$ cat config.mk
export PLATFORM = sky130hd
export DESIGN_NAME = uart_tx_mmio
export DESIGN_NICKNAME = d
export VERILOG_FILES = /design/src/rtl/uart_tx_mmio_pkg.sv /design/src/rtl/uart_tx_mmio_fifo.sv /design/src/rtl/uart_tx_mmio.sv
export SDC_FILE = /design/constraint.sdc
export NUM_CORES = 1
export LEC_CHECK = 0
export BUFFER_PORTS_ARGS = -buffer_cell sky130_fd_sc_hd__buf_4
export CAP_MARGIN = 20
export CORE_MARGIN = 2
export CORE_UTILIZATION = 55
export CTS_CLUSTER_DIAMETER = 60
export DETAILED_ROUTE_END_ITERATION = 7
export GPL_ROUTABILITY_DRIVEN = 0
export PLACE_DENSITY = 0.75
export SLEW_MARGIN = 30
export SYNTH_ARGS = -nofsm -noshare
export SYNTH_HDL_FRONTEND = slang
export SYNTH_SLANG_ARGS = --single-unit
$ cat constraint.sdc
create_clock -name sysclk -period 2.9 [get_ports sysclk]
set_clock_uncertainty 0.1 [all_clocks]
set_input_delay 0.145 -clock sysclk [delete_from_list [all_inputs] [get_ports sysclk]]
set_output_delay 0.145 -clock sysclk [all_outputs]
set_load 0.1 [all_outputs]
$ cat src/rtl/uart_tx_mmio_pkg.sv
// uart_tx_mmio_pkg: shared FSM states, parity codes and parity helper for the UART transmitter
package uart_tx_mmio_pkg;
    typedef enum logic [2:0] {UTX_IDLE, UTX_START, UTX_DATA, UTX_PARITY, UTX_STOP} utx_state_e;
    localparam int UTX_PAR_NONE = 0;
    localparam int UTX_PAR_EVEN = 1;
    localparam int UTX_PAR_ODD  = 2;
    function automatic logic parity_bit(input logic [8:0] d, input int mode);
        return mode == UTX_PAR_ODD ? ~^d : ^d;
    endfunction
endpackage

$ cat src/rtl/uart_tx_mmio_fifo.sv
// uart_fifo: synchronous first-word-fall-through FIFO with occupancy count
module uart_fifo #(
    parameter int WIDTH = 8,
    parameter int DEPTH = 16
) (
    input  logic                     sysclk,
    input  logic                     cpu_resetn,
    input  logic                     push,
    input  logic                     pop,
    input  logic [WIDTH-1:0]         din,
    output logic [WIDTH-1:0]         dout,
    output logic [$clog2(DEPTH):0]   count,
    output logic                     full,
    output logic                     empty
);
    localparam int AW = $clog2(DEPTH);
    logic [WIDTH-1:0] mem [DEPTH];
    logic [AW-1:0] wr_ptr, rd_ptr;
    logic do_push, do_pop;
    assign full    = count == (AW+1)'(DEPTH);
    assign empty   = count == '0;
    assign do_pop  = pop & ~empty;
    // a full FIFO still accepts a push when the head leaves on the same edge
    assign do_push = push & (~full | do_pop);
    assign dout    = mem[rd_ptr];
    always_ff @(posedge sysclk or negedge cpu_resetn) begin
        if (!cpu_resetn) begin
            wr_ptr <= '0;
            rd_ptr <= '0;
            count  <= '0;
        end else begin
            if (do_push) wr_ptr <= wr_ptr + 1'b1;
            if (do_pop) rd_ptr <= rd_ptr + 1'b1;
            count <= count + (AW+1)'(do_push) - (AW+1)'(do_pop);
        end
    end
    always_ff @(posedge sysclk) begin
        if (do_push) mem[wr_ptr] <= din;
    end
endmodule

$ cat src/rtl/uart_tx_mmio.sv
// uart_tx_mmio: memory-mapped UART transmitter with transmit FIFO and status flags
module uart_tx_mmio
    import uart_tx_mmio_pkg::*;
#(
    parameter int DATA_BITS    = 8,
    parameter int FIFO_DEPTH   = 16,
    parameter int CLKS_PER_BIT = 868,
    parameter int STOP_BITS    = 1,
    parameter int PARITY       = 0
) (
    input  logic                          sysclk,
    input  logic                          cpu_resetn,
    input  logic                          wr_en,
    input  logic [DATA_BITS-1:0]          wr_data,
    input  logic                          clr_overflow,
    output logic                          uart_tx,
    output logic                          fifo_full,
    output logic                          fifo_empty,
    output logic [$clog2(FIFO_DEPTH):0]   fifo_count,
    output logic                          tx_busy,
    output logic                          overflow
);
    localparam int CW = $clog2(CLKS_PER_BIT);
    localparam int BW = $clog2(DATA_BITS);
    utx_state_e state, state_n;
    logic [CW-1:0] baud, baud_n;
    logic [BW-1:0] idx, idx_n;
    logic [DATA_BITS-1:0] data, data_n, head;
    logic pop, line, tick, last_data, last_stop;
    uart_fifo #(.WIDTH(DATA_BITS), .DEPTH(FIFO_DEPTH)) u_fifo (
        .sysclk(sysclk),
        .cpu_resetn(cpu_resetn),
        .push(wr_en),
        .pop(pop),
        .din(wr_data),
        .dout(head),
        .count(fifo_count),
        .full(fifo_full),
        .empty(fifo_empty)
    );
    assign tick      = baud == CW'(CLKS_PER_BIT - 1);
    assign last_data = idx == BW'(DATA_BITS - 1);
    assign last_stop = idx == BW'(STOP_BITS - 1);
    assign tx_busy   = (state != UTX_IDLE) | ~fifo_empty;
    always_comb begin
        state_n = state;
        baud_n  = tick ? '0 : baud + 1'b1;
        idx_n   = idx;
        data_n  = data;
        pop     = 1'b0;
        case (state)
            UTX_IDLE: begin
                baud_n = '0;
                if (!fifo_empty) begin
                    pop     = 1'b1;
                    data_n  = head;
                    state_n = UTX_START;
                end
            end
            UTX_START:  if (tick) state_n = UTX_DATA;
            UTX_DATA: begin
                if (tick) begin
                    idx_n = last_data ? '0 : idx + 1'b1;
                    if (last_data) state_n = PARITY != UTX_PAR_NONE ? UTX_PARITY : UTX_STOP;
                end
            end
            UTX_PARITY: if (tick) state_n = UTX_STOP;
            UTX_STOP: begin
                if (tick) begin
                    idx_n = last_stop ? '0 : idx + 1'b1;
                    // chain straight into the next start bit when more data is queued
                    if (last_stop) begin
                        pop     = ~fifo_empty;
                        data_n  = fifo_empty ? data : head;
                        state_n = fifo_empty ? UTX_IDLE : UTX_START;
                    end
                end
            end
            default: state_n = UTX_IDLE;
        endcase
    end
    always_comb begin
        line = state == UTX_START  ? 1'b0 :
               state == UTX_DATA   ? data[idx] :
               state == UTX_PARITY ? parity_bit(9'(data), PARITY) : 1'b1;
    end
    always_ff @(posedge sysclk or negedge cpu_resetn) begin
        if (!cpu_resetn) begin
            state    <= UTX_IDLE;
            baud     <= '0;
            idx      <= '0;
            data     <= '0;
            uart_tx  <= 1'b1;
            overflow <= 1'b0;
        end else begin
            state   <= state_n;
            baud    <= baud_n;
            idx     <= idx_n;
            data    <= data_n;
            uart_tx <= line;
            if (wr_en & fifo_full & ~pop) overflow <= 1'b1;
            else if (clr_overflow) overflow <= 1'b0;
        end
    end
endmodule

==> results_dict.tcl, run 1 <==
set metrics [dict create \
    place_hpwl_um 8440 \
    fp-row-count 41 \
    result_of_the_run "complete, no violations" \
    report.final.setup_viol 0 \
    antenna_cells 0 \
    synth_largest_type_area_fraction 0.547 \
    worst_skew_pair.late_latency_ns 0.42 \
    routed-via-count 3682 \
    clkTransAtPathRegs_ns 0.07 \
    number_of_enable_type_register_cells_in_the_synthesized_netlist 128 \
    post-route-min-period_ns 2.71 \
    fraction_of_the_cycle_the_final_worst_path_needs 0.936 \
    initial_utilization 0.559 \
    floorplan.die_area_um2 13700 \
    grt_remaining_overflow 0 \
    detail_route.vias_per_cell 5.59 \
    numCtsBuffers 17 \
    yosys_register_bits 167 \
    sequential_fraction_of_the_synthesis_area 0.686 \
    first_global_vias 3786 \
    coreArea_um2 12600 \
    avgSynthCellArea_um2 16.7 \
    die_boundary_width_um 117 \
    htree_levels 4 \
    cts_root_buffer "sky130_fd_sc_hd__clkbuf_16" \
    worstPathArrival_ns 2.91 \
    detail_route.first_pass.iterations 4 \
    antenna_found_initial 0 \
    timing.critical_path.fanout_max 5 \
    yosys.cell_types.count 50 \
    total_wirelength_of_the_detailed_routed_design_um 12900 \
    worstMarginPinSlew_ns 0.635 \
    drt-initial-drc-count 259 \
    grt.total_usage 0.214 \
    warnings_synthesis 0 \
    synth.area.top_cells "sky130_fd_sc_hd__edfxtp_1 55%, sky130_fd_sc_hd__dfrtp_1 14%, sky130_fd_sc_hd__mux4_2 11%, sky130_fd_sc_hd__ha_1 2.7%, sky130_fd_sc_hd__xnor2_1 2.0%" \
    finalNetCount 502 \
    post-place-ws_ns 0.122 \
    synth_ff_type "sky130_fd_sc_hd__edfxtp_1" \
    route.detailed.wl_per_inst_um 19.6 \
    io_buffers 21 \
    io_pins 22 \
    grt_first_pass_wirelength_um 20900 \
    rsz_0062_raised_after_global_routing "false" \
    syn_nets 449 \
    layout-drive-gt1-share 0.296 \
    critPathLaunchType "flop" \
    number_of_remaining_drc_errors 0 \
    fin_setup_tns_ns 0 \
    end_kind "flop" \
    clockBufferDepth 2 \
    timing_max_transition_violations_final 0 \
    synth-async-reset-ratio 0.234 \
    cp.required_ns 3.10 \
    clock.fmax_mhz 369 \
    gate_count_after_technology_mapping 421 \
    worst_setup_slack_after_layout_ns 0.186 \
    tritoncts "yes" \
    grt_start_max_net_pins 40 \
    slew_headroom 0.577 \
    clock-sinks 167 \
    timing.final.hold_violations 0 \
    die_h_um 117 \
    critPathKind "reg2reg" \
    worstHoldPathType "in2async" \
    peakVddDrop_uv 590 \
    max_cap_check_violation_count 0 \
    synth.cell_area_um2 7020 \
    synth.largest_area_cell "sky130_fd_sc_hd__edfxtp_1" \
    drt.antenna.violating_nets 0 \
    power.static_leakage_nw 2.97 \
    postLayoutCoreUtil 0.658 \
    area_growth_syn_to_layout_pct 17.7 \
    power.density_cell_area_nw_per_um2 773 \
]
metrics by stage:
stage / cell area [µm²] / std cells / total power (W) / hold WS (ns)
after floorplan: 7140 / 421 / 0.00396 / -0.251
after global placement: 7560 / 615 / 0.00425 / 0.0448
after detailed placement: 7560 / 615 / 0.00427 / 0.0520
after CTS: 8250 / 659 / 0.00645 / 0.139
after global routing: 8270 / 659 / 0.00665 / 0.179
final: 8270 / 659 / 0.00639 / 0.127
flip-flops by register name (all words and copies together), names as in the netlist:
signal,count
baud,10
data,8
idx,3
overflow,1
state,3
u_fifo.count,5
u_fifo.mem,128
u_fifo.rd_ptr,4
u_fifo.wr_ptr,4
uart_tx,1
cells by family after synthesis:
kind of cell	after synthesis	share of synthesized area
and+or+nand+nor	94	0.0675
muxes	41	0.120
adders and majority gates	16	0.0296
AOI/OAI and AO/OA	42	0.0417
buffers and inverters	36	0.0233
xor gates and xnor gates	25	0.0312
DFF	167	0.686
cell type report:
type	instances	area, µm²
inverter	19	78.8
multi-input combinational	218	2160
sequential	167	4830
tap	172	215
timing repair buffer	51	413
fill	840	4300
clock inverter	14	139
clock buffer	18	429
final timing paths:
| check | end | from | slack (ns) | cells past startpoint |
|---|---|---|---|---|
| max in group asynchronous | u_fifo.count[3] | cpu_resetn | 2.17 | 2 |
| max reg2reg | u_fifo.count[4] | idx[0] | 0.19 | 16 |
| min in group sysclk | baud[0] | baud[0] | 0.39 | 1 |
| min reg2reg | baud[0] | baud[0] | 0.39 | 1 |
| max | u_fifo.count[4] | idx[0] | 0.19 | 16 |
| min | u_fifo.wr_ptr[1] | cpu_resetn | 0.13 | 2 |
timing repair:
action                     CTS  global route
setup endpoints to repair    0             1
hold buffers                12             0
hold endpoints to repair   169             0
resized for setup            0             3
setup buffers                0             0
power breakdown:
part / switching [W] / total (W) / internal (W)
Combinational: 0.000815 / 0.00122 / 0.000409
Clock: 0.000952 / 0.00216 / 0.00120
Sequential: 0.000162 / 0.00301 / 0.00285
cells in the mapped netlist, types with 2 or more instances:
cell type,number
sky130_fd_sc_hd__o21ai_2,2
sky130_fd_sc_hd__mux2_2,3
sky130_fd_sc_hd__o22ai_1,13
sky130_fd_sc_hd__buf_6,2
sky130_fd_sc_hd__a21oi_1,8
sky130_fd_sc_hd__mux4_2,34
sky130_fd_sc_hd__nor2_1,34
sky130_fd_sc_hd__buf_4,2
sky130_fd_sc_hd__buf_1,3
sky130_fd_sc_hd__xnor2_1,16
sky130_fd_sc_hd__xor2_1,9
sky130_fd_sc_hd__nand2b_1,5
sky130_fd_sc_hd__and3_1,2
sky130_fd_sc_hd__nand4_1,2
sky130_fd_sc_hd__edfxtp_1,128
sky130_fd_sc_hd__nor3b_1,2
sky130_fd_sc_hd__o31ai_1,6
sky130_fd_sc_hd__o21ai_0,5
sky130_fd_sc_hd__clkbuf_1,5
sky130_fd_sc_hd__dfrtp_1,38
sky130_fd_sc_hd__a21o_1,2
sky130_fd_sc_hd__buf_2,5
sky130_fd_sc_hd__nand3_1,9
sky130_fd_sc_hd__nor3_1,3
sky130_fd_sc_hd__mux2i_1,3
sky130_fd_sc_hd__nand2_1,25
sky130_fd_sc_hd__inv_1,18
sky130_fd_sc_hd__ha_1,15
critical path, stage by stage, from the launching register on:
cell and delay [ns]:
sky130_fd_sc_hd__dfrtp_1 0.37, sky130_fd_sc_hd__inv_1 0.06, sky130_fd_sc_hd__ha_2 0.21, sky130_fd_sc_hd__nand2b_4 0.07, sky130_fd_sc_hd__a2111oi_4 0.35, sky130_fd_sc_hd__nand2_2 0.14, sky130_fd_sc_hd__inv_4 0.12, sky130_fd_sc_hd__ha_4 0.20
sky130_fd_sc_hd__inv_2 0.06, sky130_fd_sc_hd__ha_4 0.12, sky130_fd_sc_hd__inv_2 0.04, sky130_fd_sc_hd__fa_2 0.36, sky130_fd_sc_hd__inv_1 0.06, sky130_fd_sc_hd__a21oi_1 0.06, sky130_fd_sc_hd__nor2_1 0.10, sky130_fd_sc_hd__nor2_1 0.06
sky130_fd_sc_hd__xnor2_1 0.12
metal layers:
layer / global-route usage / share of wire / up-vias
li1: - / - / 1708
met1: 0.292 / 0.43 / 1870
met2: 0.340 / 0.51 / 94
met3: 0.0587 / 0.053 / 10
met4: 0.0729 / 0.0082 / 0
met5: 0 / 0 / -
cells in the final DEF, fill, tap and decap left out, types with 4 or more instances in the layout:
cell type	instances
sky130_fd_sc_hd__edfxtp_1	128
sky130_fd_sc_hd__buf_4	39
sky130_fd_sc_hd__mux4_2	34
sky130_fd_sc_hd__dfrtp_1	32
sky130_fd_sc_hd__nor2_1	28
sky130_fd_sc_hd__nand2_1	25
sky130_fd_sc_hd__clkbuf_16	17
sky130_fd_sc_hd__xnor2_1	16
sky130_fd_sc_hd__inv_1	14
sky130_fd_sc_hd__o22ai_1	13
sky130_fd_sc_hd__dlygate4sd3_1	12
sky130_fd_sc_hd__ha_1	11
sky130_fd_sc_hd__nand3_1	9
sky130_fd_sc_hd__xor2_1	9
sky130_fd_sc_hd__a21oi_1	8
sky130_fd_sc_hd__nor2_4	6
sky130_fd_sc_hd__o31ai_1	6
sky130_fd_sc_hd__nand2b_1	5
sky130_fd_sc_hd__o21ai_0	5
sky130_fd_sc_hd__clkinv_4	4
sky130_fd_sc_hd__inv_6	4
sky130_fd_sc_hd__dfrtp_2	4
(Power assumes the default switching activity.)
==> inputs of run 2 (changes only) <==
Settings changed: BUFFER_PORTS_ARGS -buffer_cell sky130_fd_sc_hd__buf_4 to -buffer_cell sky130_fd_sc_hd__buf_2, CORE_ASPECT_RATIO from default to 1.1.
==> results_dict.tcl, run 2 (same netlist as run 1, synthesis figures left out) <==
set metrics [dict create \
    end_kind "flop" \
    critPathLaunchType "flop" \
    grt_start_max_net_pins 40 \
    fin_setup_tns_ns 0 \
    cts_root_buffer "sky130_fd_sc_hd__clkbuf_16" \
    antenna_found_initial 0 \
    area_growth_syn_to_layout_pct 15.5 \
    grt_remaining_overflow 0 \
    fillerInstances 851 \
    regMostFlops "u_fifo.mem" \
    first_global_vias 3950 \
    timing_max_transition_violations_final 0 \
    place_hpwl_um 8820 \
    drt.antenna.violating_nets 0 \
    grt.total_usage 0.208 \
    detailed_place.area_um2 7440 \
    timing.critical_path.fanout_max 4 \
    worstHoldPathType "in2reg" \
    result_of_the_run "complete, no violations" \
    timing.final.hold_violations 0 \
    clkTransAtPathRegs_ns 0.07 \
    die_h_um 123 \
    clock.fmax_mhz 371 \
    detail_route.first_pass.iterations 4 \
    peakVddDrop_uv 655 \
    postLayoutCoreUtil 0.647 \
    numCtsBuffers 17 \
    coreArea_um2 12500 \
    largest_register_ffs 128 \
    grt_first_pass_wirelength_um 20900 \
    number_of_remaining_drc_errors 0 \
    registers_with_the_highest_flip_flop_counts "u_fifo.mem (128), baud (10), data (8)" \
    layout.cell_area.non_filler_um2 8110 \
    most-common-layout-cells "128 x sky130_fd_sc_hd__edfxtp_1, 34 x sky130_fd_sc_hd__mux4_2, 32 x sky130_fd_sc_hd__dfrtp_1, 28 x sky130_fd_sc_hd__nor2_1, 25 x sky130_fd_sc_hd__nand2_1" \
    htree_levels 4 \
    power.static_leakage_nw 2.89 \
    power.density_cell_area_nw_per_um2 782 \
    antenna_cells 0 \
    report.final.setup_viol 0 \
    rsz_0062_raised_after_global_routing "false" \
    slew_headroom 0.433 \
    routed-via-count 3668 \
    post-route-min-period_ns 2.70 \
    io_buffers 21 \
    worstPathArrival_ns 2.89 \
    worstMarginPinSlew_ns 0.847 \
    finalNetCount 491 \
    tritoncts "yes" \
    floorplan.die_area_um2 13700 \
    layout-drive-gt1-share 0.300 \
    die_boundary_width_um 112 \
    fraction_of_the_cycle_the_final_worst_path_needs 0.930 \
    route.detailed.wl_per_inst_um 20.5 \
    io_pins 22 \
    clockBufferDepth 2 \
    worst_skew_pair.late_latency_ns 0.42 \
    drt-initial-drc-count 233 \
    critPathKind "reg2reg" \
    cp.required_ns 3.09 \
    max_cap_check_violation_count 0 \
    initial_utilization 0.560 \
    total_power_w 0.00635 \
    detail_route.vias_per_cell 5.79 \
    fp-row-count 43 \
    clock-sinks 167 \
    mostFrequentLayoutCell "sky130_fd_sc_hd__edfxtp_1" \
    total_wirelength_of_the_detailed_routed_design_um 13000 \
]
-- run 2: cell types whose count changed in the layout (fill, tap and decap cells not counted), sizes merged --
| cell | before | now |
|---|---|---|
| dlygate4sd3 | 12 | 4 |
| inv | 25 | 21 |
| buf | 39 | 36 |
| clkbuf | 18 | 21 |
| clkinvlp | 1 | 4 |
| clkinv | 6 | 4 |
-- run 2: what timing repair did --
item | in CTS | in global routing
resized for setup | 0 | 6
setup buffers | 0 | 4
setup endpoints to repair | 0 | 89
hold endpoints to repair | 40 | 0
hold buffers | 4 | 0
-- run 2: routing by layer --
metal	up-vias	routed length (µm)	global-route usage
met4	0	427	0.123
met5	-	0	0
met3	26	672	0.0435
met1	1849	5000	0.247
li1	1689	-	-
met2	104	6910	0.356
-- run 2: layout make-up --
class,count,area (µm²),share of cell area
clock buffer,21,470,0.0580
timing repair buffer,40,260,0.0321
inverter,19,78.8,0.00971
multi-input combinational,218,2180,0.268
tap,157,196,0.0242
sequential,167,4830,0.596
clock inverter,11,97.6,0.0120
-- run 2: critical path, stage by stage (launching register included) --
cell and delay, ns:
sky130_fd_sc_hd__dfrtp_1 0.38, sky130_fd_sc_hd__inv_1 0.06, sky130_fd_sc_hd__ha_2 0.20, sky130_fd_sc_hd__nand2b_4 0.08
sky130_fd_sc_hd__a2111oi_4 0.34, sky130_fd_sc_hd__nand2_2 0.13, sky130_fd_sc_hd__inv_4 0.11, sky130_fd_sc_hd__ha_4 0.20
sky130_fd_sc_hd__inv_2 0.06, sky130_fd_sc_hd__ha_4 0.12, sky130_fd_sc_hd__inv_2 0.03, sky130_fd_sc_hd__fa_2 0.36
sky130_fd_sc_hd__inv_1 0.06, sky130_fd_sc_hd__a21oi_1 0.06, sky130_fd_sc_hd__nor2_1 0.11, sky130_fd_sc_hd__nor2_1 0.07
sky130_fd_sc_hd__xnor2_1 0.11
-- run 2: final timing paths --
kind	from	end	slack, ns	cells after the start
max in group asynchronous	cpu_resetn	u_fifo.count[2]	2.18	2
min in group asynchronous	cpu_resetn	baud[3]	0.14	2
setup reg to reg	idx[0]	u_fifo.count[4]	0.20	16
setup / recovery	idx[0]	u_fifo.count[4]	0.20	16
hold / removal	wr_data[3]	u_fifo.mem[8][3]	0.01	1
hold reg to reg	u_fifo.wr_ptr[3]	u_fifo.wr_ptr[3]	0.41	1
-- run 2: metrics by stage --
stage	worst slack [ns]	std cells	hold WS [ns]
finish	0.204	633	0.0138
global route	0.00144	633	0.0110
CTS	0.0801	630	0.00717
detailed placement	0.108	594	0.222
global placement	0.167	594	0.206
floorplan	-0.684	421	-0.251
-- run 2: power breakdown --
part           internal [W]  switching (W)  leakage [nW]
Sequential          0.00285       0.000158          1.63
Clock               0.00125       0.000888         0.272
Combinational      0.000371       0.000829         0.989
==> inputs of run 3 (changes only) <==
Settings changed: PLACE_DENSITY 0.75 to 0.73.
==> results_dict.tcl, run 3 (same netlist as run 1, synthesis figures left out) <==
set metrics [dict create \
    result_of_the_run "complete, no violations" \
    clkTransAtPathRegs_ns 0.06 \
    clock.fmax_mhz 368 \
    worstPathArrival_ns 2.93 \
    rsz_0062_raised_after_global_routing "false" \
    power.static_leakage_nw 2.95 \
    critPathLaunchType "flop" \
    die_boundary_width_um 112 \
    clock-sinks 167 \
    routed-via-count 3689 \
    htree_levels 4 \
    io_pins 22 \
    post-place-ws_ns 0.127 \
    cts_root_buffer "sky130_fd_sc_hd__clkbuf_16" \
    grt_start_max_net_pins 40 \
    timing.rr.start "idx[1]" \
    area_growth_syn_to_layout_pct 16.7 \
    finalNetCount 500 \
    number_of_remaining_drc_errors 0 \
    drt-initial-drc-count 324 \
    slew_headroom 0.587 \
    timing_max_transition_violations_final 0 \
    report.final.setup_viol 0 \
    most-common-layout-cells "128 x sky130_fd_sc_hd__edfxtp_1, 34 x sky130_fd_sc_hd__mux4_2, 32 x sky130_fd_sc_hd__dfrtp_1, 28 x sky130_fd_sc_hd__nor2_1, 25 x sky130_fd_sc_hd__nand2_1" \
    fp-row-count 43 \
    numCtsBuffers 17 \
    max_cap_check_violation_count 0 \
    fin_setup_tns_ns 0 \
    worst-r2r-cell-count 16 \
    r2r_setup_slk_ns 0.18 \
    cp.required_ns 3.11 \
    postLayoutCoreUtil 0.654 \
    peakVddDrop_uv 916 \
    r2r_end "u_fifo.count[4]" \
    timing.final.hold_violations 0 \
    largest_register_ffs 128 \
    min_from "wr_data[0]" \
    worst_setup_slack_after_layout_ns 0.181 \
    detail_route.vias_per_cell 5.76 \
    place_hpwl_um 8610 \
    fraction_of_the_cycle_the_final_worst_path_needs 0.937 \
    holdPathEnd "u_fifo.mem[3][0]" \
    antenna_found_initial 0 \
    route.detailed.wl_per_inst_um 20.2 \
    power.density_cell_area_nw_per_um2 784 \
    hold-worst-slack_ns 0.0206 \
    total_wirelength_of_the_detailed_routed_design_um 12900 \
    worst_skew_pair.late_latency_ns 0.42 \
    first_global_vias 3820 \
    worstHoldPathType "in2reg" \
    critPathKind "reg2reg" \
    layout-drive-gt1-share 0.304 \
    mostFrequentLayoutCell "sky130_fd_sc_hd__edfxtp_1" \
    coreArea_um2 12500 \
    drt.antenna.violating_nets 0 \
    post-route-min-period_ns 2.72 \
    initial_utilization 0.560 \
    antenna_cells 0 \
    timing.critical_path.fanout_max 5 \
    regMostFlops "u_fifo.mem" \
    detail_route.first_pass.iterations 5 \
    grt.total_usage 0.208 \
    worstMarginPinSlew_ns 0.620 \
    io_buffers 21 \
    end_kind "flop" \
    fillerInstances 865 \
    tritoncts "yes" \
    grt_first_pass_wirelength_um 21000 \
    registers_with_the_highest_flip_flop_counts "u_fifo.mem (128), baud (10), data (8)" \
    die_h_um 123 \
    worst_hold_path.num_cells 1 \
    floorplan.die_area_um2 13700 \
    grt_remaining_overflow 0 \
    clockBufferDepth 2 \
]
-- run 3: cell types whose count changed in the layout (fill, tap and decap cells not counted), moves of 2 or more --
| cell | delta |
|---|---|
| sky130_fd_sc_hd__buf_4 | +6 |
| sky130_fd_sc_hd__clkinv_2 | -3 |
| sky130_fd_sc_hd__clkinv_1 | +2 |
| sky130_fd_sc_hd__bufinv_16 | +2 |
| sky130_fd_sc_hd__clkbuf_8 | -3 |
-- run 3: per-stage QoR --
stage                     std cells  total power, W  cell area [µm²]
after floorplan                 421         0.00396             7140
after global placement          603         0.00421             7510
after detailed placement        603         0.00424             7510
after CTS                       638         0.00646             8140
after global routing            640         0.00668             8200
final                           640         0.00643             8200
-- run 3: layout make-up --
type	instances	area [µm²]	area share
clock buffer	18	429	0.0524
clock inverter	12	151	0.0185
inverter	19	78.8	0.00962
multi-input combinational	218	2160	0.263
sequential	167	4830	0.590
tap	157	196	0.0240
timing repair buffer	49	348	0.0424
-- run 3: timing repair --
item / in CTS / in global routing
hold endpoints to repair: 79 / 0
setup endpoints to repair: 0 / 57
hold buffers: 5 / 0
setup buffers: 0 / 1
resized for setup: 0 / 4
-- run 3: worst max path at each step --
stage                          startpoint               to  slack (ns)  cells after the start
after global placement             idx[0]  u_fifo.count[4]        0.21                     16
after global routing               idx[1]  u_fifo.count[4]       0.004                     16
after CTS                         baud[0]  u_fifo.count[4]        0.07                     15
final                              idx[1]  u_fifo.count[4]        0.18                     16
after detailed placement          baud[0]  u_fifo.count[4]        0.13                     15
after floorplan           u_fifo.count[3]  u_fifo.count[4]       -0.68                     16
-- run 3: report_power, final --
part	switching, W	total [W]	internal, W
registers	0.000160	0.00301	0.00285
logic	0.000812	0.00119	0.000375
clock network	0.000887	0.00223	0.00134
total	0.00186	0.00643	0.00457
-- run 3: per-layer routing --
layer / GRT usage / wire length (µm) / vias to the layer above
li1: - / - / 1705
met1: 0.283 / 5680 / 1875
met2: 0.328 / 6410 / 97
met3: 0.0533 / 670 / 12
met4: 0.0802 / 172 / 0
met5: 0 / 0 / -
-- run 3: worst max-delay path: stages (launching register included) --
cell,delay (ns)
sky130_fd_sc_hd__dfrtp_1,0.38
sky130_fd_sc_hd__inv_1,0.06
sky130_fd_sc_hd__ha_2,0.20
sky130_fd_sc_hd__nand2b_4,0.08
sky130_fd_sc_hd__a2111oi_4,0.38
sky130_fd_sc_hd__nand2_2,0.12
sky130_fd_sc_hd__inv_4,0.11
sky130_fd_sc_hd__ha_4,0.20
sky130_fd_sc_hd__inv_2,0.06
sky130_fd_sc_hd__ha_4,0.12
sky130_fd_sc_hd__inv_2,0.04
sky130_fd_sc_hd__fa_2,0.36
sky130_fd_sc_hd__inv_1,0.06
sky130_fd_sc_hd__a21oi_1,0.06
sky130_fd_sc_hd__nor2_1,0.11
sky130_fd_sc_hd__nor2_1,0.06
sky130_fd_sc_hd__xnor2_1,0.11
